[config.mk]
export PLATFORM = sky130hd
export DESIGN_NAME = iter_multiplier
export DESIGN_NICKNAME = d
export VERILOG_FILES = /design/src/rtl/mult_pkg.sv /design/src/rtl/mult_radix_step.sv /design/src/rtl/iter_multiplier.sv
export SDC_FILE = /design/constraint.sdc
export NUM_CORES = 1
export LEC_CHECK = 0
export BUFFER_PORTS_ARGS = -buffer_cell sky130_fd_sc_hd__buf_2
export CAP_MARGIN = 40
export CORE_ASPECT_RATIO = 1.4
export CORE_MARGIN = 2
export CORE_UTILIZATION = 55
export CTS_CLUSTER_SIZE = 28
export DETAILED_ROUTE_END_ITERATION = 8
export HOLD_SLACK_MARGIN = 0.06
export PLACE_DENSITY_LB_ADDON = 0.2
export SLEW_MARGIN = 20
export SYNTH_ARGS = -nofsm -noshare
export SYNTH_HDL_FRONTEND = slang
export SYNTH_HIERARCHICAL = 1
export SYNTH_SLANG_ARGS = --single-unit
export TNS_END_PERCENT = 10
[constraint.sdc]
create_clock -name clk -period 6.2 [get_ports clk]
set_input_delay 1.24 -clock clk [delete_from_list [all_inputs] [get_ports clk]]
set_output_delay 1.24 -clock clk [all_outputs]
set_load 0.005 [all_outputs]
[src/rtl/mult_pkg.sv]
// Shared definitions for the iterative shift-and-add multiplier: state
// encoding and sizing helpers for the iteration and shift counters.
package mult_pkg;

  typedef logic [0:0] state_t;

  localparam state_t S_IDLE = 1'b0;
  localparam state_t S_RUN  = 1'b1;

  // Worst-case number of RUN iterations for a full-width multiplier operand.
  function automatic int iter_count(input int width, input int step);
    return (width + step - 1) / step;
  endfunction

  // Cycles from the accepting edge to done for a full-width multiplier.
  function automatic int max_latency(input int width, input int step);
    return 1 + iter_count(width, step);
  endfunction

  // Shift counter width; the largest shift applied is WIDTH-STEP.
  function automatic int shift_w(input int width);
    return (width > 2) ? $clog2(width) : 1;
  endfunction

endpackage

[src/rtl/mult_radix_step.sv]
// One radix-2^STEP iteration: adds (digit * mag1) << shift into the
// running product. Keeps the STEP-dependent adder tree in one place.
module mult_radix_step #(
  parameter int WIDTH = 32,
  parameter int STEP  = 2,
  parameter int PW    = 64,
  parameter int SW    = 5
) (
  input  logic [STEP-1:0]  digit,
  input  logic [WIDTH-1:0] mag1,
  input  logic [SW-1:0]    shift,
  input  logic [PW-1:0]    prod,
  output logic [PW-1:0]    prod_next
);

  localparam int PPW = WIDTH + STEP;

  logic [PPW-1:0] pp;
  logic [PW-1:0]  pp_ext;

  assign pp        = PPW'(mag1) * PPW'(digit);
  // In the short datapath PW < PPW; the truncation is the intended mod 2^WIDTH.
  assign pp_ext    = PW'(pp);
  assign prod_next = prod + (pp_ext << shift);

endmodule

[src/rtl/iter_multiplier.sv]
// Iterative shift-and-add multiply-accumulate with early termination.
// Define MULT_LONG_EN to enable the 2*WIDTH long (signed/unsigned) mode.
module iter_multiplier
  import mult_pkg::*;
#(
  parameter int WIDTH = 32,
  parameter int STEP  = 2
) (
  input  logic                 clk,
  input  logic                 rst,
  input  logic                 start,
  input  logic                 abort,
  input  logic                 long_mode,
  input  logic                 signed_mode,
  input  logic [WIDTH-1:0]     in0,
  input  logic [WIDTH-1:0]     in1,
  input  logic [2*WIDTH-1:0]   acc0,
  output logic                 busy,
  output logic                 done,
  output logic [2*WIDTH-1:0]   result,
  output logic                 res_n,
  output logic                 res_z
);

`ifdef MULT_LONG_EN
  localparam int PW = 2 * WIDTH;
`else
  localparam int PW = WIDTH;
`endif
  localparam int SW = shift_w(WIDTH);

  state_t             state_q, state_d;
  logic [WIDTH-1:0]   mag0_q, mag0_d;
  logic [WIDTH-1:0]   mag1_q, mag1_d;
  logic [PW-1:0]      prod_q, prod_d;
  logic [PW-1:0]      acc_q, acc_d;
  logic [SW-1:0]      shift_q, shift_d;
  logic               done_q, done_d;
  logic [2*WIDTH-1:0] result_q, result_d;
  logic               res_n_q, res_n_d;
  logic               res_z_q, res_z_d;

  logic [PW-1:0]      prod_step;
  logic [PW-1:0]      prod_signed;
  logic [PW-1:0]      sum;

`ifdef MULT_LONG_EN
  logic neg_q, neg_d;
  logic long_q, long_d;
  logic sgn_req;

  // Signed only matters for long results; short low bits are sign-agnostic.
  assign sgn_req     = long_mode & signed_mode;
  assign prod_signed = neg_q ? -prod_q : prod_q;
`else
  logic unused_long_inputs;

  assign unused_long_inputs = &{1'b0, long_mode, signed_mode, acc0[2*WIDTH-1:WIDTH]};
  assign prod_signed        = prod_q;
`endif

  assign sum = acc_q + prod_signed;

  mult_radix_step #(
    .WIDTH (WIDTH),
    .STEP  (STEP),
    .PW    (PW),
    .SW    (SW)
  ) u_step (
    .digit     (mag0_q[STEP-1:0]),
    .mag1      (mag1_q),
    .shift     (shift_q),
    .prod      (prod_q),
    .prod_next (prod_step)
  );

  always_comb begin
    // NOTE: every _d gets its hold value first so no path leaves it unassigned (no latches).
    state_d  = state_q;
    mag0_d   = mag0_q;
    mag1_d   = mag1_q;
    prod_d   = prod_q;
    acc_d    = acc_q;
    shift_d  = shift_q;
    done_d   = 1'b0;
    result_d = result_q;
    res_n_d  = res_n_q;
    res_z_d  = res_z_q;
`ifdef MULT_LONG_EN
    neg_d    = neg_q;
    long_d   = long_q;
`endif

    case (state_q)
      S_IDLE: begin
        if (start && !abort) begin
`ifdef MULT_LONG_EN
          // Unsigned WIDTH-bit magnitude holds 2^(WIDTH-1) for the most-negative operand.
          mag0_d = (sgn_req && in0[WIDTH-1]) ? -in0 : in0;
          mag1_d = (sgn_req && in1[WIDTH-1]) ? -in1 : in1;
          neg_d  = sgn_req & (in0[WIDTH-1] ^ in1[WIDTH-1]);
          long_d = long_mode;
          acc_d  = long_mode ? acc0 : {{WIDTH{1'b0}}, acc0[WIDTH-1:0]};
`else
          mag0_d = in0;
          mag1_d = in1;
          acc_d  = acc0[WIDTH-1:0];
`endif
          prod_d  = '0;
          shift_d = '0;
          state_d = S_RUN;
        end
      end

      S_RUN: begin
        if (abort) begin
          state_d = S_IDLE;
        end else if (mag0_q != '0) begin
          prod_d  = prod_step;
          mag0_d  = mag0_q >> STEP;
          shift_d = shift_q + SW'(STEP);
        end else begin
          state_d = S_IDLE;
          done_d  = 1'b1;
`ifdef MULT_LONG_EN
          if (long_q) begin
            result_d = sum;
            res_n_d  = sum[2*WIDTH-1];
            res_z_d  = (sum == '0);
          end else begin
            result_d = {{WIDTH{1'b0}}, sum[WIDTH-1:0]};
            res_n_d  = sum[WIDTH-1];
            res_z_d  = (sum[WIDTH-1:0] == '0);
          end
`else
          result_d = {{WIDTH{1'b0}}, sum};
          res_n_d  = sum[WIDTH-1];
          res_z_d  = (sum == '0);
`endif
        end
      end

      default: state_d = S_IDLE;
    endcase
  end

  // NOTE: state registers use non-blocking assignment so all flops update from pre-edge values.
  always_ff @(posedge clk or posedge rst) begin
    if (rst) begin
      state_q  <= S_IDLE;
      mag0_q   <= '0;
      mag1_q   <= '0;
      prod_q   <= '0;
      acc_q    <= '0;
      shift_q  <= '0;
      done_q   <= 1'b0;
      result_q <= '0;
      res_n_q  <= 1'b0;
      res_z_q  <= 1'b1;
`ifdef MULT_LONG_EN
      neg_q    <= 1'b0;
      long_q   <= 1'b0;
`endif
    end else begin
      state_q  <= state_d;
      mag0_q   <= mag0_d;
      mag1_q   <= mag1_d;
      prod_q   <= prod_d;
      acc_q    <= acc_d;
      shift_q  <= shift_d;
      done_q   <= done_d;
      result_q <= result_d;
      res_n_q  <= res_n_d;
      res_z_q  <= res_z_d;
`ifdef MULT_LONG_EN
      neg_q    <= neg_d;
      long_q   <= long_d;
`endif
    end
  end

  assign busy   = (state_q == S_RUN);
  assign done   = done_q;
  assign result = result_q;
  assign res_n  = res_n_q;
  assign res_z  = res_z_q;

endmodule

=== Word level (Yosys, flattened, before mapping) ===
Cells that the tools add are included.

* Bits in registers: 169
* Input port bits: 134
* Bits in latches: 0
* Logic and storage cells: 47
* Output and inout port bits: 68
* Bits in writable memories: 0
* Memory bits (read-only): 0
* Memories kept: 0

* Order comparisons: 0
* Reduce and logical (&&, ||, !) cells: 7
* Div/mod/pow operators: 0
* Muxes and demuxes: 19
* Shift operators: 1
* $mul: 1
* Add/sub/neg operators: 3
* Equality and inequality tests: 3
* Bitwise logic cells: 3

{| class="wikitable"
|+ Operators with widths
! kind !! count
|-
| $mux 32 || 6
|-
| $pmux 32 s2 || 2
|-
| $add 32x32->32 || 2
|-
| $logic_not 32->1 || 1
|-
| $mul 32x2->32 || 1
|-
| $reduce_bool 32->1 || 1
|-
| $shl 32x5->32 || 1
|-
| $mux 5 || 3
|-
| $pmux 5 s2 || 1
|-
| $mux 1 || 6
|-
| $reduce_and 3->1 || 2
|-
| $add 5x2->5 const B || 1
|-
| $ne 2x2->1 const B || 2
|-
| $not 1->1 || 3
|-
| $ne 2x1->1 const B || 1
|-
| $pmux 1 s2 || 1
|-
| $reduce_and 2->1 || 1
|-
| $logic_and 1x1->1 || 1
|-
| $logic_not 1->1 || 1
|}

=== Logic depth before layout (Yosys ltp) ===
* Depth after elaboration: 6
* Gate-level depth with buffers: 28
* Mapped depth without buffers: 27

=== By module ===
The synthesis kept the hierarchy.

{| class="wikitable"
|+ Modules (own cells, without submodules)
! module !! seq. area each (µm²) !! instances !! area each (µm²) !! cells each
|-
| iter_multiplier || 4180.3 || 1 || 9080.0 || 905
|-
| mult_radix_step || 0.0 || 1 || 5816.8 || 801
|}

=== Least setup slack after synthesis ===
No wires, ideal clock.

* Kind: reg-to-reg
* From: register mag0_q[0]
* To: register prod_q[31]
* Path slack: 0.699 ns
* Buffers on the path: 1
* Period minus slack after synthesis: 5.501 ns
* Cell stages (with the launch flop): 27
* Arrival time: 5.384 ns
* Setup time: 0.118 ns
* Required time: 6.082 ns
* Path through: dfrtp_1 clkbuf_1 and2_1 ha_1 inv_1 fa_1 nor2b_1 o31a_2 o21ai_4 a21oi_2 a31oi_2 xnor2_1 mux4_2 mux4_2 o22ai_1 ha_1 a21o_1 a221oi_1 nor2b_1 o21ai_0 nand2_1 a21oi_1 o21ai_0 a21oi_1 xor3_1 nand3_1 nand2_1

* Longest elaborated chain between the ends: 6
* Elaborated cells on any way between the ends: 9
* Classes of those cells: add/sub (1); mul (1); eq/ne (1); shift (1); mux (3); reduce/logical (2)

{| class="wikitable"
|+ RTL lines
! what !! RTL line !! source
|-
| start: declaration || iter_multiplier.sv:33 || <nowiki>logic [WIDTH-1:0] mag0_q, mag0_d;</nowiki>
|-
| start signal: assignment || iter_multiplier.sv:166 || <nowiki>mag0_q <= mag0_d;</nowiki>
|-
| $mul 32x2->32 || mult_radix_step.sv:21 || <nowiki>assign pp = PPW'(mag1) * PPW'(digit);</nowiki>
|-
| $shl 32x5->32 || mult_radix_step.sv:24 || <nowiki>assign prod_next = prod + (pp_ext << shift);</nowiki>
|-
| $add 32x32->32 || mult_radix_step.sv:24 ||
|-
| net prod_step[31] || iter_multiplier.sv:43 || <nowiki>logic [PW-1:0] prod_step;</nowiki>
|-
| $mux 32 || iter_multiplier.sv:118 || <nowiki>end else if (mag0_q != '0) begin</nowiki>
|-
| $mux 32 || iter_multiplier.sv:116 || <nowiki>if (abort) begin</nowiki>
|-
| $pmux 32 s2 || iter_multiplier.sv:94 || <nowiki>case (state_q)</nowiki>
|-
| end signal: assignment || iter_multiplier.sv:168 || <nowiki>prod_q <= prod_d;</nowiki>
|-
| end: declaration || iter_multiplier.sv:35 || <nowiki>logic [PW-1:0] prod_q, prod_d;</nowiki>
|}

The timed path passes the listed nets, and every way through them passes these cells. The select of a mux whose other input is x is not followed.
A chain may end at the register's enable or synchronous reset.

=== Final worst setup path ===
* From: register mag0_q[1]
* To: register prod_q[31]

The elaborated chain is that of the path after synthesis.

==> results.md <==
* Power share of the combinational group at around 59%
* Area occupied by multi-input gates at 0.00993 mm^2
* Final ANT Viol Nets at 0
* Place WS at 0.115 ns
* Crit path time final at 5.88 ns
* Max_cap viols at 0
* Vias in the first global route at ~13000
* Worst EP required at 6.55 ns
* GR met1 Demand/Resource at ~30%
* Setup TNS at 0 ns
* Initial antenna violation count at 0
* Slowest stage cell, crit path: mux4_2
* Die Area at between 0.02 and 0.03 mm^2
* Top post-synthesis cells by area: dfrtp_1 (28%), ha_1 (7.9%), mux2_2 (6.7%), nand2_1 (5.2%), mux2i_1 (4.2%)
* Sink Count at 167
* Vias at about 13000
* Largest net degree at the start of global routing at between 60 and 70
* Int Pwr at about 3.3 mW
* Die Ht at around 200 um
* Sequential fraction of the synthesis area at between 20% and 30%
* CTS buffer count at 17
* Netlist cell types at 102
* Top delay family on crit path: compound AO/OA/AOI/OAI gates
* CTS tree: built
* Placed cell areas at between 0.015 and 0.02 mm^2
* Slew @ Worst Pin at between 0.7 and 0.8 ns
* Starting Density at between 50 and 60%
* Synth Cell Area at approximately 0.015 mm^2
* Placed cells at around 2200
* Maximum buffer depth of the clock tree at 2
* HP Class: reg2reg
* Post-synthesis async set-or-reset flop share at 100%
* VDD IR-drop max at between 0.2 and 0.25 mV
* Share of the synthesized area in the top cell type at around 28%
* Clk_lat worst skew at around 0.47 ns
* Final setup margin at between 0.3 and 0.4 ns
* EDFF count, synth at 0
* DRC Markers at 0
* Hold_ws at 0.473 ns
* Type of the worst setup path: reg2reg
* Fill cells at ~2400
* Fin nets at 2076
* Port Buffer Count at 135
* Tot Pwr at 5.93 mW
* Final Cycle Share at between 90% and 100%
* Largest area contributor in the netlist: dfrtp_1
* GRT met2 Usage at between 40 and 50%
* Commonest cells after routing, fill and taps aside: nand2_1 (208), dfrtp_1 (165), buf_2 (135)
* Synth Area per Inst at ~8.7 um^2
* Outcome: finished, final reports clean
* Switch share at a little over two fifths
* Wire per inst at between 15 and 20 um
* Data arrival time of the worst path at ~6.2 ns
* Pre-antenna DRT Iters at 6
* CTS H-tree lvls at 4
* Placer Congestion at around 0.95
* Most frequent cell on the critical path: buf_4
* Setup crit start kind: flip-flop
* Clock transition at the registers of the reported paths at about 0.060 ns
* Clock Power Share at around 17%
* Non-Filler Instances at between 2000 and 2500
* Layout cells sized above 1 at roughly 22%
* Layer with the highest usage: met2
* Util after Layout at about 62%
* Storage element area at roughly 0.0042 mm^2
* Hpwl dp at roughly 30000 um
* CORE AREA at roughly 0.027 mm^2
* Seq pwr share at 24.3%
* Sw power at 2.58 mW
* Area Overhead vs Synth at 11.9%
* Worst clock skew at between 0.015 and 0.02 ns
* LEAKAGE at between 8 and 9 nW
* Commonest non-fill, non-tap cell in the layout: nand2_1
* CP endpoint kind: flip-flop
* Vias per cell at just under 6
* Worst-path fanout max at 19
* Row count at 71
* Total gr overflow at 0
* Slew Limit Fails at 0
* Chip width at around 140 um
* Final Hold Violating Endpoints at 0
* Final setup fails at 0
* Total global-route track usage at roughly 27%
* Met3 Usage GRT at approximately 4.1%
* Synthesized flop and latch total at 167
* CP bufs+invs at 4
* F_max at between 150 and 200 MHz
* Dominant synthesized flop cell: dfrtp_1
* Ys Warns at 6
* Root Buffer: clkbuf_16
* Delay of the slowest critical-path stage at between 0.4 and 0.5 ns
* Cells after Synth at 1706
* Iteration-0 DRC Markers at ~600
* Final Cell Area at between 0.015 and 0.02 mm^2
* I/O pin count at about 200
* Worst rel slew slack at 51.4%
* PD cells at between 300 and 400 mW/mm^2
* Detailed-route wire length at around 38000 um
* First-pass GRT wire length at just over 60000 um
[per-layer routing]
layer  share of wire (%)  vias to the layer above  routed length [um]
met3                 3.1                       84                1200
met1                  40                     6179               15100
met4                 5.0                        0                1930
met2                  52                      284               19900
li1                    -                     6467                   -
met5                   0                        -                   0
[cells by family after synthesis]
logic type | count (synthesis) | synth area share (%)
and+or+nand+nor | 575 | 19.0
AOI/OAI and AO/OA | 450 | 20.2
buffers and inverters | 173 | 6.46
muxes | 167 | 13.3
DFF | 167 | 28.1
adders and majority gates | 97 | 8.30
xor gates and xnor gates | 76 | 4.57
other | 1 | 0.0252
[power groups by stage]
stage	Sequential [mW]	Clock, mW	Combinational [mW]
floorplan	1.40	0	2.52
global placement	1.45	0	3.31
detailed placement	1.46	0	3.38
CTS	1.44	1.05	3.40
finish	1.44	1.02	3.46
global route	1.47	1.09	3.81
[cell type report]
cell class	count	share of cell area, %
multi-input cells	1398	59.5
clock buffers	18	2.63
clock inverters	14	0.698
well taps	365	2.74
diodes	1	0.0150
repair buffers	222	8.39
flip-flops and latches	167	25.1
inverters	39	0.908
[worst min-delay path: stages (launching register included)]
cell	delay, ns
dfrtp_1	0.34
nand2_1	0.05
nand2_1	0.05
[final timing paths]
path,start,endpoint,slack (ns),cells after the start
setup reg to reg,mag0_q[1],prod_q[31],0.32,26
hold / removal,result[2],result[2],0.47,2
min in group asynchronous,rst,acc_q[4],0.79,2
hold reg to reg,result[2],result[2],0.47,2
setup / recovery,mag0_q[1],prod_q[31],0.32,26
max in group asynchronous,rst,result[22],4.33,3
[repair_timing]
item	CTS	global route
setup buffers	0	3
hold buffers	0	0
endpoints found under the setup margin	0	3
resized for setup	0	10
[registers in the layout, summed over array words and instances, names as in the netlist]
| signal | count |
|---|---|
| busy | 1 |
| prod_q | 32 |
| mag1_q | 32 |
| mag0_q | 32 |
| res_z | 1 |
| acc_q | 32 |
| result | 32 |
| done | 1 |
| shift_q | 4 |
[cells in the mapped netlist (21+ instances only)]
cell type,count
xnor2_1,55
ha_1,94
nand3_1,62
a21o_1,44
inv_1,37
and2_1,68
o21ai_0,100
nor3_1,28
nand4_1,21
clkbuf_1,67
o21a_1,22
mux2i_1,62
nor2_1,91
mux2_2,89
dfrtp_1,166
a21oi_1,97
nand2_1,208
buf_4,34
(Power assumes the default switching activity.)
